`src/rtl/arbiter_match_ctrl.sv`:
```
// ----------------------------------------------------------------------------
// arbiter_match_ctrl
//
// Best-of-N match sequencer for the two-player reaction game. Runs repeated
// rounds of release / countdown / armed / result, owns the countdown block's
// reset, arbitrates the two player requests (round-robin on exact ties),
// detects false starts during the countdown, keeps both scores and declares a
// match winner once a player reaches WIN_SCORE.
//
// Ports:
//   clk              - system clock, all state on the rising edge
//   reset            - synchronous, active-high reset
//   req1, req2       - debounced, active-high player requests
//   cd_done          - countdown finished (level, held until cd_rst_out rises)
//   cd_rst_out       - holds the countdown block in reset while high
//   gnt1_out         - player 1 won the round (valid in RESULT / MATCH_OVER)
//   gnt2_out         - player 2 won the round (valid in RESULT / MATCH_OVER)
//   foul1_out        - player 1 pressed during the countdown (valid in RESULT)
//   foul2_out        - player 2 pressed during the countdown (valid in RESULT)
//   round_done_out   - one-cycle pulse in the first RESULT cycle
//   score1_out       - player 1 score
//   score2_out       - player 2 score
//   match_winner_out - 00 none, 01 player 1, 10 player 2; sticky until reset
//
// All outputs come straight from flops; there is no input-to-output
// combinational path.
// ----------------------------------------------------------------------------
module arbiter_match_ctrl #(
    parameter int unsigned CLOCK_FREQ    = 12000000,
    parameter int unsigned WIN_SCORE     = 3,
    parameter int unsigned SCORE_W       = $clog2(WIN_SCORE + 1),
    parameter int unsigned REACT_TIMEOUT = CLOCK_FREQ * 3,
    parameter int unsigned RESULT_HOLD   = CLOCK_FREQ
) (
    input  logic               clk,
    input  logic               reset,
    input  logic               req1,
    input  logic               req2,
    input  logic               cd_done,
    output logic               cd_rst_out,
    output logic               gnt1_out,
    output logic               gnt2_out,
    output logic               foul1_out,
    output logic               foul2_out,
    output logic               round_done_out,
    output logic [SCORE_W-1:0] score1_out,
    output logic [SCORE_W-1:0] score2_out,
    output logic [1:0]         match_winner_out
);

    // One timer is shared between ARMED (reaction window) and RESULT (hold),
    // so it is sized for the longer of the two. It only ever counts to N-1.
    localparam int unsigned TimerMax = (REACT_TIMEOUT > RESULT_HOLD) ? REACT_TIMEOUT
                                                                      : RESULT_HOLD;
    localparam int unsigned TimerW   = (TimerMax > 1) ? $clog2(TimerMax) : 1;

    localparam logic [TimerW-1:0]  ReactLast = TimerW'(REACT_TIMEOUT - 1);
    localparam logic [TimerW-1:0]  HoldLast  = TimerW'(RESULT_HOLD - 1);
    localparam logic [SCORE_W-1:0] WinScore  = SCORE_W'(WIN_SCORE);

    typedef enum logic [2:0] {
        StIdle,
        StRelease,
        StCountdown,
        StArmed,
        StResult,
        StMatchOver
    } state_e;

    // ------------------------------------------------------------------------
    // State
    // ------------------------------------------------------------------------
    state_e             state_q, state_d;
    logic [TimerW-1:0]  timer_q, timer_d;
    logic               prio_q, prio_d;          // 0: player 1 wins ties, 1: player 2
    logic               cd_rst_q, cd_rst_d;
    logic               gnt1_q, gnt1_d;
    logic               gnt2_q, gnt2_d;
    logic               foul1_q, foul1_d;
    logic               foul2_q, foul2_d;
    logic               round_done_q, round_done_d;
    logic [SCORE_W-1:0] score1_q, score1_d;
    logic [SCORE_W-1:0] score2_q, score2_d;
    logic [1:0]         winner_q, winner_d;

    // ------------------------------------------------------------------------
    // Round outcome decode
    //
    // Resolves what the current cycle means for the round: who (if anyone)
    // takes the point, who fouled, and whether the round ends here. Only
    // COUNTDOWN and ARMED can resolve a round.
    // ------------------------------------------------------------------------
    logic resolve;     // round ends this cycle, enter RESULT
    logic win1;        // player 1 takes the point
    logic win2;        // player 2 takes the point
    logic early1;      // player 1 false start
    logic early2;      // player 2 false start
    logic tie;         // simultaneous press in ARMED, consumes the priority pointer

    always_comb begin
        resolve = 1'b0;
        win1    = 1'b0;
        win2    = 1'b0;
        early1  = 1'b0;
        early2  = 1'b0;
        tie     = 1'b0;

        case (state_q)
            StCountdown: begin
                if (req1 && req2) begin
                    // Double false start: nobody scores.
                    resolve = 1'b1;
                    early1  = 1'b1;
                    early2  = 1'b1;
                end else if (req1) begin
                    resolve = 1'b1;
                    early1  = 1'b1;
                    win2    = 1'b1;
                end else if (req2) begin
                    resolve = 1'b1;
                    early2  = 1'b1;
                    win1    = 1'b1;
                end
            end

            StArmed: begin
                // Requests are checked before the timeout so that a press in
                // the final window cycle still counts.
                if (req1 && req2) begin
                    resolve = 1'b1;
                    tie     = 1'b1;
                    win1    = ~prio_q;
                    win2    = prio_q;
                end else if (req1) begin
                    resolve = 1'b1;
                    win1    = 1'b1;
                end else if (req2) begin
                    resolve = 1'b1;
                    win2    = 1'b1;
                end else if (timer_q == ReactLast) begin
                    // Void round: no grant, no score change.
                    resolve = 1'b1;
                end
            end

            default: begin
            end
        endcase
    end

    // ------------------------------------------------------------------------
    // Next-state logic
    // ------------------------------------------------------------------------
    always_comb begin
        state_d      = state_q;
        timer_d      = timer_q;
        prio_d       = prio_q;
        cd_rst_d     = cd_rst_q;
        gnt1_d       = gnt1_q;
        gnt2_d       = gnt2_q;
        foul1_d      = foul1_q;
        foul2_d      = foul2_q;
        round_done_d = 1'b0;
        score1_d     = score1_q;
        score2_d     = score2_q;
        winner_d     = winner_q;

        case (state_q)
            StIdle: begin
                state_d  = StRelease;
                cd_rst_d = 1'b1;
            end

            StRelease: begin
                // A button still held from the previous round keeps the
                // countdown parked in reset.
                cd_rst_d = 1'b1;
                if (!req1 && !req2) begin
                    state_d  = StCountdown;
                    cd_rst_d = 1'b0;
                end
            end

            StCountdown: begin
                cd_rst_d = 1'b0;
                if (!resolve && cd_done) begin
                    state_d = StArmed;
                    timer_d = '0;
                end
            end

            StArmed: begin
                cd_rst_d = 1'b0;
                timer_d  = timer_q + 1'b1;
            end

            StResult: begin
                cd_rst_d = 1'b1;
                timer_d  = timer_q + 1'b1;
                if (timer_q == HoldLast) begin
                    timer_d = '0;
                    if (score1_q == WinScore || score2_q == WinScore) begin
                        // Grant stays up to show the deciding round.
                        state_d  = StMatchOver;
                        foul1_d  = 1'b0;
                        foul2_d  = 1'b0;
                        winner_d = (score1_q == WinScore) ? 2'b01 : 2'b10;
                    end else begin
                        state_d = StRelease;
                        gnt1_d  = 1'b0;
                        gnt2_d  = 1'b0;
                        foul1_d = 1'b0;
                        foul2_d = 1'b0;
                    end
                end
            end

            StMatchOver: begin
                cd_rst_d = 1'b1;
            end

            default: begin
                state_d  = StIdle;
                cd_rst_d = 1'b1;
            end
        endcase

        // Common round resolution, shared by COUNTDOWN and ARMED.
        if (resolve) begin
            state_d      = StResult;
            timer_d      = '0;
            cd_rst_d     = 1'b1;
            round_done_d = 1'b1;
            gnt1_d       = win1;
            gnt2_d       = win2;
            foul1_d      = early1;
            foul2_d      = early2;
            // Scores saturate at WIN_SCORE.
            if (win1 && score1_q != WinScore) begin
                score1_d = score1_q + 1'b1;
            end
            if (win2 && score2_q != WinScore) begin
                score2_d = score2_q + 1'b1;
            end
            if (tie) begin
                prio_d = ~prio_q;
            end
        end
    end

    // ------------------------------------------------------------------------
    // Registers
    // ------------------------------------------------------------------------
    always_ff @(posedge clk) begin
        if (reset) begin
            state_q      <= StIdle;
            timer_q      <= '0;
            prio_q       <= 1'b0;
            cd_rst_q     <= 1'b1;
            gnt1_q       <= 1'b0;
            gnt2_q       <= 1'b0;
            foul1_q      <= 1'b0;
            foul2_q      <= 1'b0;
            round_done_q <= 1'b0;
            score1_q     <= '0;
            score2_q     <= '0;
            winner_q     <= 2'b00;
        end else begin
            state_q      <= state_d;
            timer_q      <= timer_d;
            prio_q       <= prio_d;
            cd_rst_q     <= cd_rst_d;
            gnt1_q       <= gnt1_d;
            gnt2_q       <= gnt2_d;
            foul1_q      <= foul1_d;
            foul2_q      <= foul2_d;
            round_done_q <= round_done_d;
            score1_q     <= score1_d;
            score2_q     <= score2_d;
            winner_q     <= winner_d;
        end
    end

    // ------------------------------------------------------------------------
    // Outputs
    // ------------------------------------------------------------------------
    assign cd_rst_out       = cd_rst_q;
    assign gnt1_out         = gnt1_q;
    assign gnt2_out         = gnt2_q;
    assign foul1_out        = foul1_q;
    assign foul2_out        = foul2_q;
    assign round_done_out   = round_done_q;
    assign score1_out       = score1_q;
    assign score2_out       = score2_q;
    assign match_winner_out = winner_q;

endmodule

```
`config.mk`:
```
export PLATFORM = sky130hd
export DESIGN_NAME = arbiter_match_ctrl
export DESIGN_NICKNAME = d
export VERILOG_FILES = /design/src/rtl/arbiter_match_ctrl.sv
export SDC_FILE = /design/constraint.sdc
export NUM_CORES = 1
export LEC_CHECK = 0
export ABC_AREA = 1
export CAP_MARGIN = 20
export CORE_UTILIZATION = 49
export DETAILED_ROUTE_END_ITERATION = 10
export PLACE_DENSITY = 0.67
export SLEW_MARGIN = 20
export SYNTH_ARGS = -nofsm -noshare
export SYNTH_HDL_FRONTEND = slang
export SYNTH_SLANG_ARGS = --single-unit
```
`constraint.sdc`:
```
create_clock -name clk -period 2.1 [get_ports clk]
set_clock_uncertainty 0.05 [all_clocks]
set_input_delay 0.21 -clock clk [delete_from_list [all_inputs] [get_ports clk]]
set_output_delay 0.21 -clock clk [all_outputs]
set_load 0.02 [all_outputs]
```
# Word-level counts from Yosys, hierarchy flattened
# Index checks and enable logic that the tools add are counted.
# W data, S select, Z words.
[classes]
addsub = 3
n_eq_ne = 19
mux = 44
bitwise = 2
n_reduce_logical = 25
[ops]
columns = ["cell", "n"]
rows = [
  ["$pmux W26 S3", 1],
  ["$mux W26", 2],
  ["$mux W1", 30],
  ["$add A26 B1 Y26 const B", 1],
  ["$eq A26 B24 Y1 const B", 1],
  ["$eq A26 B26 Y1 const B", 1],
  ["$mux W3", 5],
  ["$pmux W3 S5", 1],
  ["$ne A2 B2 Y1 const B", 6],
  ["$reduce_and A2 Y1", 5],
  ["$ne A3 B3 Y1 const B", 3],
  ["$pmux W1 S2", 4],
  ["$reduce_and A4 Y1", 2],
  ["$eq A3 B2 Y1 const B", 2],
  ["$eq A3 B3 Y1 const B", 2],
  ["$reduce_and A3 Y1", 2],
  ["$reduce_or A2 Y1", 3],
  ["$logic_and A1 B1 Y1", 5],
  ["$add A2 B1 Y2 const B", 2],
  ["$eq A2 B2 Y1 const B", 2],
  ["$reduce_bool A2 Y1", 2],
  ["$eq A3 B1 Y1 const B", 1],
  ["$logic_not A1 Y1", 3],
  ["$logic_not A3 Y1", 1],
  ["other kinds (5)", 6],
]
[totals]
register_bits = 42
in_bits = 5
output_inout_bits = 12
word_cells = 106

# Logic depth before layout (Yosys ltp)
# Gate-level depths: netlist (run 1).
[depth]
depth_word = 11
mapped_depth = 12
ltp_nobuf = 11

# Worst setup path before layout (run 1)
# Ideal clock, no wire load.
[synth_path]
kind = "register to register"
start = "register timer_q[0]"
end = "register timer_q[3]"
setup_time_ps = 114
arrival_time_ps = 1696
required_ps = 1936
slack_ps = 240
path_stages_with_launch = 12
path_buffers = 1
synth_period_minus_slack_ps = 1860
path_cell_list = "dfxtp_1 -> ha_1 -> inv_1 -> nor2_4 -> nand2_2 -> nor2_1 -> nand2_2 -> buf_2 -> nand3b_1 -> o21ai_1 -> a21oi_1 -> nor2_1"
[synth_between]
elab_chain_len = 10
elab_cells_between_ends = 15
classes_between = "1 x add/sub; 3 x eq/ne; 7 x mux; 4 x reduce/logical"
[synth_rtl]
columns = ["item", "line", "text"]
rows = [
  ["start, declared", "74", "logic [TimerW-1:0] timer_q, timer_d;"],
  ["start signal, assigned", "270", "timer_q <= timer_d;"],
  ["$eq A26 B26 Y1", "140", "end else if (timer_q == ReactLast) begin"],
  ["$mux W1", "140", ""],
  ["$mux W1", "137", "end else if (req2) begin"],
  ["$mux W1", "134", "end else if (req1) begin"],
  ["$mux W1", "129", "if (req1 && req2) begin"],
  ["$pmux W1 S2", "108", "case (state_q)"],
  ["$logic_not A1 Y1", "186", "if (!resolve && cd_done) begin"],
  ["$logic_and A1 B1 Y1", "186", ""],
  ["$ne A2 B2 Y1 (no line)", "-", ""],
  ["$reduce_and A2 Y1 (no line)", "-", ""],
]
# Parallel ways exist; a longest one is shown, timed or not.
# A chain may end at the register's enable or synchronous reset.

# Worst setup path after layout (run 1)
[layout_path]
start = "register timer_q[1]"
end = "register timer_q[11]"
# Same word-level chain as after synthesis.

==> insert_results.sql, run 1 <==
INSERT INTO impl_metrics (metric_group, metric, value, unit) VALUES
('placement', 'dp.final_hpwl', '5450', 'um'),
('yosys', 'synth_seq_cells', '42', ''),
('layout', 'layout.filler_cells', '577', ''),
('routing', 'drt_drc_violations_left', '0', ''),
('grt', 'antenna_found_initial', '0', ''),
('sta', 'final-max-slew-violation-count', '0', ''),
('yosys', 'synthesis.area', '0.00287', 'mm2'),
('setup_path', 'critPathTopFamily', 'simple AND/OR/NAND/NOR gates', ''),
('yosys', 'ys_top_cells_by_area', 'dfxtp_1 (29%), nand2_1 (15%), nor2_1 (9.2%), inv_1 (6.0%), nand3_1 (5.9%)', ''),
('setup_path', 'critPathMostFrequentCell', 'nor2_4', ''),
('cts', 'clkSlewWorstSetupHoldPaths', '0.08', 'ns'),
('sta', 'setup_tns', '0', 'ns'),
('sta', 'timing.slew.headroom', '81.0', '%'),
('routing', 'routed_wirelength', '7290', 'um'),
('layout', 'postLayoutCellArea', '0.00323', 'mm2'),
('grt', 'wire_length_of_the_first_global_routing_pass', '12400', 'um'),
('placement', 'placedInstanceArea', '0.00312', 'mm2'),
('layout', 'postLayoutCoreUtil', '58.0', '%'),
('yosys', 'synth_top_area_share', '29.3', '%'),
('cts', 'tritoncts_clock_tree', 'done', ''),
('layout', 'design.final.nets', '484', ''),
('yosys', 'syn_area_per_cell', '6.31', 'um2'),
('yosys', 'synth.largest_area_cell', 'dfxtp_1', ''),
('yosys', 'postSynthNetCount', '462', ''),
('routing', 'detail_route.wl_per_cell', '13.3', 'um'),
('placement', 'finalWeightedCongestion', '0.928', ''),
('grt', 'grtUsageTotal', '25.6', '%'),
('floorplanning', 'rows', '27', ''),
('sta', 'final_period_minus_worst_setup_slack', '1.91', 'ns'),
('routing', 'drt_pass1_iterations', '5', ''),
('floorplanning', 'die_footprint', '0.00616', 'mm2'),
('yosys', 'yosysUniqueCellTypes', '34', ''),
('grt', 'grt_max_degree', '29', ''),
('cts', 'clock_sinks', '42', ''),
('setup_path', 'worst_ep_required_time', '2.24', 'ns'),
('setup_path', 'crit_arrival', '2.04', 'ns'),
('routing', 'vias', '2951', ''),
('layout', 'area_growth_syn_to_layout', '12.8', '%'),
('floorplanning', 'io_pins', '17', ''),
('placement', 'pre_cts_slack', '0.0717', 'ns'),
('power', 'power.density_cell_area', '715', 'mW/mm2'),
('routing', 'detail-route-antenna-nets', '0', ''),
('sta', 'finalHoldViolations', '0', ''),
('power', 'peakVddDrop', '0.000622', 'V'),
('grt', 'grt_overflow_total', '0', ''),
('setup_path', 'startpoint_kind_of_the_worst_setup_timing_path', 'flip-flop', ''),
('layout', 'final_common_cell', 'nand2_1', ''),
('sta', 'setup_viol', '0', ''),
('setup_path', 'crit_path_max_fanout', '12', ''),
('layout', 'num_antenna_cells', '0', ''),
('cts', 'cts_buffers', '5', ''),
('sta', 'grt_setup_unrepaired', 'yes', ''),
('cts', 'htree_levels', '2', ''),
('run', 'max_cap_viol_count', '0', ''),
('floorplanning', 'dieWidth', '78.5', 'um'),
('power', 'leakage_power_of_the_design', '1.25', 'nW'),
('sta', 'tightestPinTransition', '0.284', 'ns'),
('grt', 'first_global_vias', '2642', ''),
('setup_path', 'cp_cell_sequence', 'ha_1 -> inv_1 -> nor2_4 -> nand2_2 -> nor2_4 -> nand2_4 -> buf_4 -> nand3_1 -> nand2_1 -> a21oi_1 -> nor2_1', ''),
('layout', 'most_frequent_cells_in_the_layout', 'nand2_1 (116), nor2_1 (69), inv_1 (46), dfxtp_1 (42), nand3_1 (34)', ''),
('setup_path', 'worstPathBufferInverterCount', '2', ''),
('floorplanning', 'initial_utilization', '51.4', '%'),
('setup_path', 'critical_path_end_type', 'flip-flop', ''),
('yosys', 'proportion_of_synthesized_chip_area_in_sequential_cells', '29.3', '%'),
('setup_path', 'crit_path_top_delay_cell', 'dfxtp_1', ''),
('run_status', 'run_status', 'finished, final reports clean', ''),
('layout', 'drive_above_1_share', '12.6', '%'),
('power', 'post-layout-total-power', '2.31', 'mW'),
('cts', 'post_cts.repair.setup_buffers', '0', ''),
('setup_path', 'critPathKind', 'reg2reg', ''),
('yosys', 'yosysWarnings', '0', '');
==> through the flow <==
| step | std cells | hold WS (ns) |
|---|---|---|
| floorplan | 454 | 0.307 |
| global placement | 541 | 0.392 |
| detailed placement | 541 | 0.400 |
| CTS | 549 | 0.409 |
| global route | 549 | 0.439 |
| finish | 549 | 0.405 |
==> what timing repair did <==
item / 4_1_cts / 5_1_grt
setup endpoints to repair: 0 / 30
resized for setup: 0 / 4
hold buffers: 0 / 0
==> state kept, by name, indices dropped and copies added, names as in the netlist <==
register          cells
foul1_out             1
score2_out            2
match_winner_out      2
cd_rst_out            1
round_done_out        1
state_q               3
gnt2_out              1
timer_q              26
score1_out            2
gnt1_out              1
foul2_out             1
prio_q                1
==> layer usage <==
| metal | up-vias | wire length, um | GRT usage [%] |
|---|---|---|---|
| li1 | 1522 | - | - |
| met1 | 1334 | 3680 | 35.8 |
| met2 | 82 | 3130 | 39.4 |
| met3 | 13 | 352 | 4.30 |
| met4 | 0 | 127 | 8.89 |
| met5 | - | 0 | 0 |
==> where the power goes <==
part	switching, mW	internal (mW)
Clock	0.297	0.265
Sequential	0.0661	0.860
Combinational	0.570	0.256
Total	0.933	1.38
==> logic make-up after synthesis <==
group | Yosys count | share of synthesized area, %
fa+ha+maj | 3 | 1.31
xor+xnor | 9 | 2.75
buf+inv | 61 | 9.30
compound gates | 74 | 15.5
flops | 42 | 29.3
simple gates | 265 | 41.8
==> worst reg2reg max path: cells and delay by family (launching register included) <==
kind,cells,cell delay (ns)
AND/OR/NAND/NOR,7,0.79
flip-flops,1,0.38
adder cells (fa/ha/maj),1,0.18
buffers and inverters,2,0.28
AO/OA/AOI/OAI,1,0.11
==> final timing paths <==
path                                     startpoint                  end  slack, ns  depth (start not counted)
worst max-delay path                     timer_q[1]          timer_q[11]       0.19                         11
worst min-delay path            match_winner_out[1]  match_winner_out[1]       0.41                          2
worst max register to register           timer_q[1]          timer_q[11]       0.19                         11
worst min register to register  match_winner_out[1]  match_winner_out[1]       0.41                          2
==> synthesized netlist by cell type (all sizes together) <==
cell type / number
and3: 1
a31oi: 1
nand3b: 1
xor2: 9
nand2: 135
a21oi: 38
clkbuf: 4
o31ai: 1
ha: 3
o21ai: 21
dfxtp: 42
o21bai: 6
o211ai: 7
or2: 2
nand4: 12
inv: 49
buf: 8
nand3: 36
nor2: 73
and2: 1
nor3: 4
==> cell type report <==
cell class / count / area (um2) / area share, %
Clock buffer: 6 / 82.6 / 2.55
Clock inverter: 2 / 12.5 / 0.387
Inverter: 49 / 184 / 5.69
Multi-Input combinational cell: 351 / 1780 / 55.1
Sequential cell: 42 / 841 / 26.0
Tap cell: 72 / 90.1 / 2.79
Timing Repair Buffer: 27 / 243 / 7.51
Power figures use the tool's default switching activity.
==> inputs of run 2 (changes only) <==
--- a/config.mk
+++ b/config.mk
@@ -9,7 +9,8 @@
 export CAP_MARGIN = 20
 export CORE_UTILIZATION = 49
 export DETAILED_ROUTE_END_ITERATION = 10
-export PLACE_DENSITY = 0.67
+export DONT_BUFFER_PORTS = 1
+export PLACE_DENSITY = 0.63
 export SLEW_MARGIN = 20
 export SYNTH_ARGS = -nofsm -noshare
 export SYNTH_HDL_FRONTEND = slang
==> run 2 against run 1 <==
  * Global-route usage increased by 0.49 points
  * Setup slack improved by 0.0027 ns
  * First-iteration DRC count decreased by 24%
  * Sequential cell count unchanged
  * Critical path depth decreased by 1
  * Maximum frequency increased by 0.14%
  * Final cell count decreased by 2.4%
  * Final area decreased by 3.4%
  * Power increased by 1.6%
  * Critical endpoint is now timer_q[16]
  * Largest cell class unchanged
  * Largest power group unchanged
==> insert_results.sql, run 2 (synthesis gave the netlist of run 1 again) <==
INSERT INTO impl_metrics (metric_group, metric, value, unit) VALUES
('layout', 'drive_above_1_share', '13.6', '%'),
('routing', 'm1WireLength', '3330', 'um'),
('layout', 'final_common_cell', 'nand2_1', ''),
('power', 'leakage_power_of_the_design', '1.21', 'nW'),
('routing', 'vias', '2856', ''),
('setup_path', 'crit_arrival', '2.05', 'ns'),
('floorplanning', 'die_h', '78.5', 'um'),
('grt', 'first_global_vias', '2789', ''),
('sta', 'grt_setup_unrepaired', 'no', ''),
('floorplanning', 'io_pins', '17', ''),
('floorplanning', 'rows', '27', ''),
('placement', 'port_buffers', '0', ''),
('layout', 'registers.top_by_ff_count', 'timer_q', ''),
('setup_path', 'crit_path_top_delay_cell', 'dfxtp_1', ''),
('sta', 'setup_slack', '0.196', 'ns'),
('hold_path', 'hp-class', 'in2reg', ''),
('sta', 'final-max-slew-violation-count', '0', ''),
('setup_path', 'worstPathBufferInverterCount', '2', ''),
('grt', 'grtUsageTotal', '26.1', '%'),
('setup_path', 'slowest_delay', '0.38', 'ns'),
('sta', 'timing.fmax', '525', 'MHz'),
('run_status', 'run_status', 'finished, final reports clean', ''),
('layout', 'postLayoutCoreUtil', '56.0', '%'),
('grt', 'wire_length_of_the_first_global_routing_pass', '12800', 'um'),
('routing', 'detail-route-antenna-nets', '0', ''),
('placement', 'dp.cells', '526', ''),
('floorplanning', 'floorplan.core_area', '0.00557', 'mm2'),
('routing', 'top_layer', 'met4', ''),
('routing', 'routed_wirelength', '7370', 'um'),
('placement', 'finalWeightedCongestion', '0.974', ''),
('sta', 'finalHoldViolations', '0', ''),
('power', 'power.density_cell_area', '753', 'mW/mm2'),
('grt', 'grt_overflow_total', '0', ''),
('layout', 'most_frequent_cells_in_the_layout', 'nand2_1 (116), nor2_1 (68), inv_1 (46), dfxtp_1 (42), nand3_1 (34)', ''),
('power', 'peakVddDrop', '0.000673', 'V'),
('sta', 'timing.slew.headroom', '77.0', '%'),
('routing', 'drt_pass1_iterations', '4', ''),
('setup_path', 'cp_cell_sequence', 'ha_1 -> inv_1 -> nor2_4 -> nand2_2 -> nor2_2 -> nand2_4 -> buf_4 -> nand4_1 -> and2_0 -> a21oi_2', ''),
('cts', 'htree_levels', '2', ''),
('setup_path', 'critPathKind', 'reg2reg', ''),
('placement', 'dp.final_hpwl', '5490', 'um'),
('placement', 'pre_cts_slack', '0.137', 'ns'),
('sta', 'final.hold.worst_slack', '0.0123', 'ns'),
('routing', 'dr.first_iter.drc_count', '192', ''),
('setup_path', 'startpoint_kind_of_the_worst_setup_timing_path', 'flip-flop', ''),
('setup_path', 'critPathTopFamily', 'simple AND/OR/NAND/NOR gates', ''),
('cts', 'clock_sinks', '42', ''),
('floorplanning', 'initial_utilization', '51.4', '%'),
('run', 'max_cap_viol_count', '0', ''),
('cts', 'cts_max_path_buffers', '2', ''),
('cts', 'tritoncts_clock_tree', 'done', ''),
('layout', 'largest_regs', 'timer_q (26), state_q (3)', ''),
('cts', 'cts_buffers', '5', ''),
('cts', 'cts-root-buf', 'clkbuf_8', ''),
('cts', 'clk_latency', '0.30', 'ns'),
('routing', 'detail_route.vias_per_cell', '5.33', ''),
('setup_path', 'worst_ep_required_time', '2.24', 'ns'),
('routing', 'wl_met2', '3630', 'um'),
('floorplanning', 'die_footprint', '0.00616', 'mm2'),
('sta', 'tightestPinTransition', '0.345', 'ns'),
('cts', 'post_cts.repair.setup_buffers', '0', ''),
('grt', 'grt_max_degree', '29', ''),
('layout', 'finish.cell_count_without_fillers', '536', ''),
('layout', 'max_ffs_per_register', '26', ''),
('routing', 'detail_route.wl_per_cell', '13.7', 'um'),
('sta', 'final_period_minus_worst_setup_slack', '1.90', 'ns'),
('sta', 'setup_viol', '0', ''),
('routing', 'met3RoutedLength', '293', 'um'),
('floorplanning', 'dieWidth', '78.5', 'um'),
('routing', 'drt_drc_violations_left', '0', ''),
('layout', 'num_antenna_cells', '0', ''),
('layout', 'area_growth_syn_to_layout', '8.90', '%'),
('setup_path', 'critical_path_end_type', 'flip-flop', ''),
('cts', 'clkSlewWorstSetupHoldPaths', '0.09', 'ns'),
('sta', 'finalCritPeriodShare', '90.7', '%'),
('grt', 'antenna_found_initial', '0', ''),
('setup_path', 'crit_path_max_fanout', '10', ''),
('sta', 'setup_tns', '0', 'ns'),
('layout', 'design.final.nets', '471', '');
[run 2: worst register-to-register path, delay by kind of cell, from the launching register on]
| kind | cells | cell delay, ns |
|---|---|---|
| and+or+nand+nor | 6 | 0.81 |
| AOI/OAI and AO/OA | 1 | 0.06 |
| adders and majority gates | 1 | 0.20 |
| DFF | 1 | 0.38 |
| buffers and inverters | 2 | 0.29 |
[run 2: worst paths after layout]
path	startpoint	end	slack (ns)	depth (start not counted)
max reg2reg	timer_q[1]	timer_q[16]	0.20	10
min reg2reg	prio_q	prio_q	0.43	2
min	req1	foul1_out	0.01	2
max	timer_q[1]	timer_q[16]	0.20	10
[run 2: power breakdown]
group          internal (mW)  total, mW  switching [mW]  leakage, nW
clock                  0.354      0.665           0.311       0.0504
combinational          0.204      0.717           0.513        0.819
sequential             0.860      0.967           0.107        0.339
[run 2: through the flow]
| step | total power, mW | instance area [um2] |
|---|---|---|
| final | 2.35 | 3120 |
| after global routing | 2.49 | 3120 |
| after CTS | 2.36 | 3100 |
| after detailed placement | 1.70 | 2960 |
| after global placement | 1.69 | 2960 |
| after floorplan | 1.60 | 2870 |
[run 2: per-layer routing]
metal  up-vias  global-route usage, %
met5         -                      0
met4         0                   8.33
met3         8                   4.19
met2        58                   45.7
met1      1306                   32.3
li1       1484                      -
[run 2: what timing repair did]
action,CTS,global route
hold buffers,2,0
endpoints found under the setup margin,0,25
gates resized for setup,0,5
hold endpoints to repair,7,0
[run 2: layout make-up]
type | instances | area (um2)
clock buffers | 5 | 68.8
repair buffers | 14 | 110
inverters | 49 | 184
flip-flops and latches | 42 | 841
fillers | 573 | 2450
multi-input cells | 351 | 1780
clock inverters | 3 | 45.0
well taps | 72 | 90.1
==> inputs of run 3 (changes only) <==
--- a/config.mk
+++ b/config.mk
@@ -7,10 +7,10 @@
 export LEC_CHECK = 0
 export ABC_AREA = 1
 export CAP_MARGIN = 20
+export CORE_MARGIN = 1
 export CORE_UTILIZATION = 49
 export DETAILED_ROUTE_END_ITERATION = 10
-export DONT_BUFFER_PORTS = 1
-export PLACE_DENSITY = 0.63
+export PLACE_DENSITY = 0.67
 export SLEW_MARGIN = 20
 export SYNTH_ARGS = -nofsm -noshare
 export SYNTH_HDL_FRONTEND = slang
==> results of run 3 <==
Final layout, timing and power as in run 1 (identical DEF).
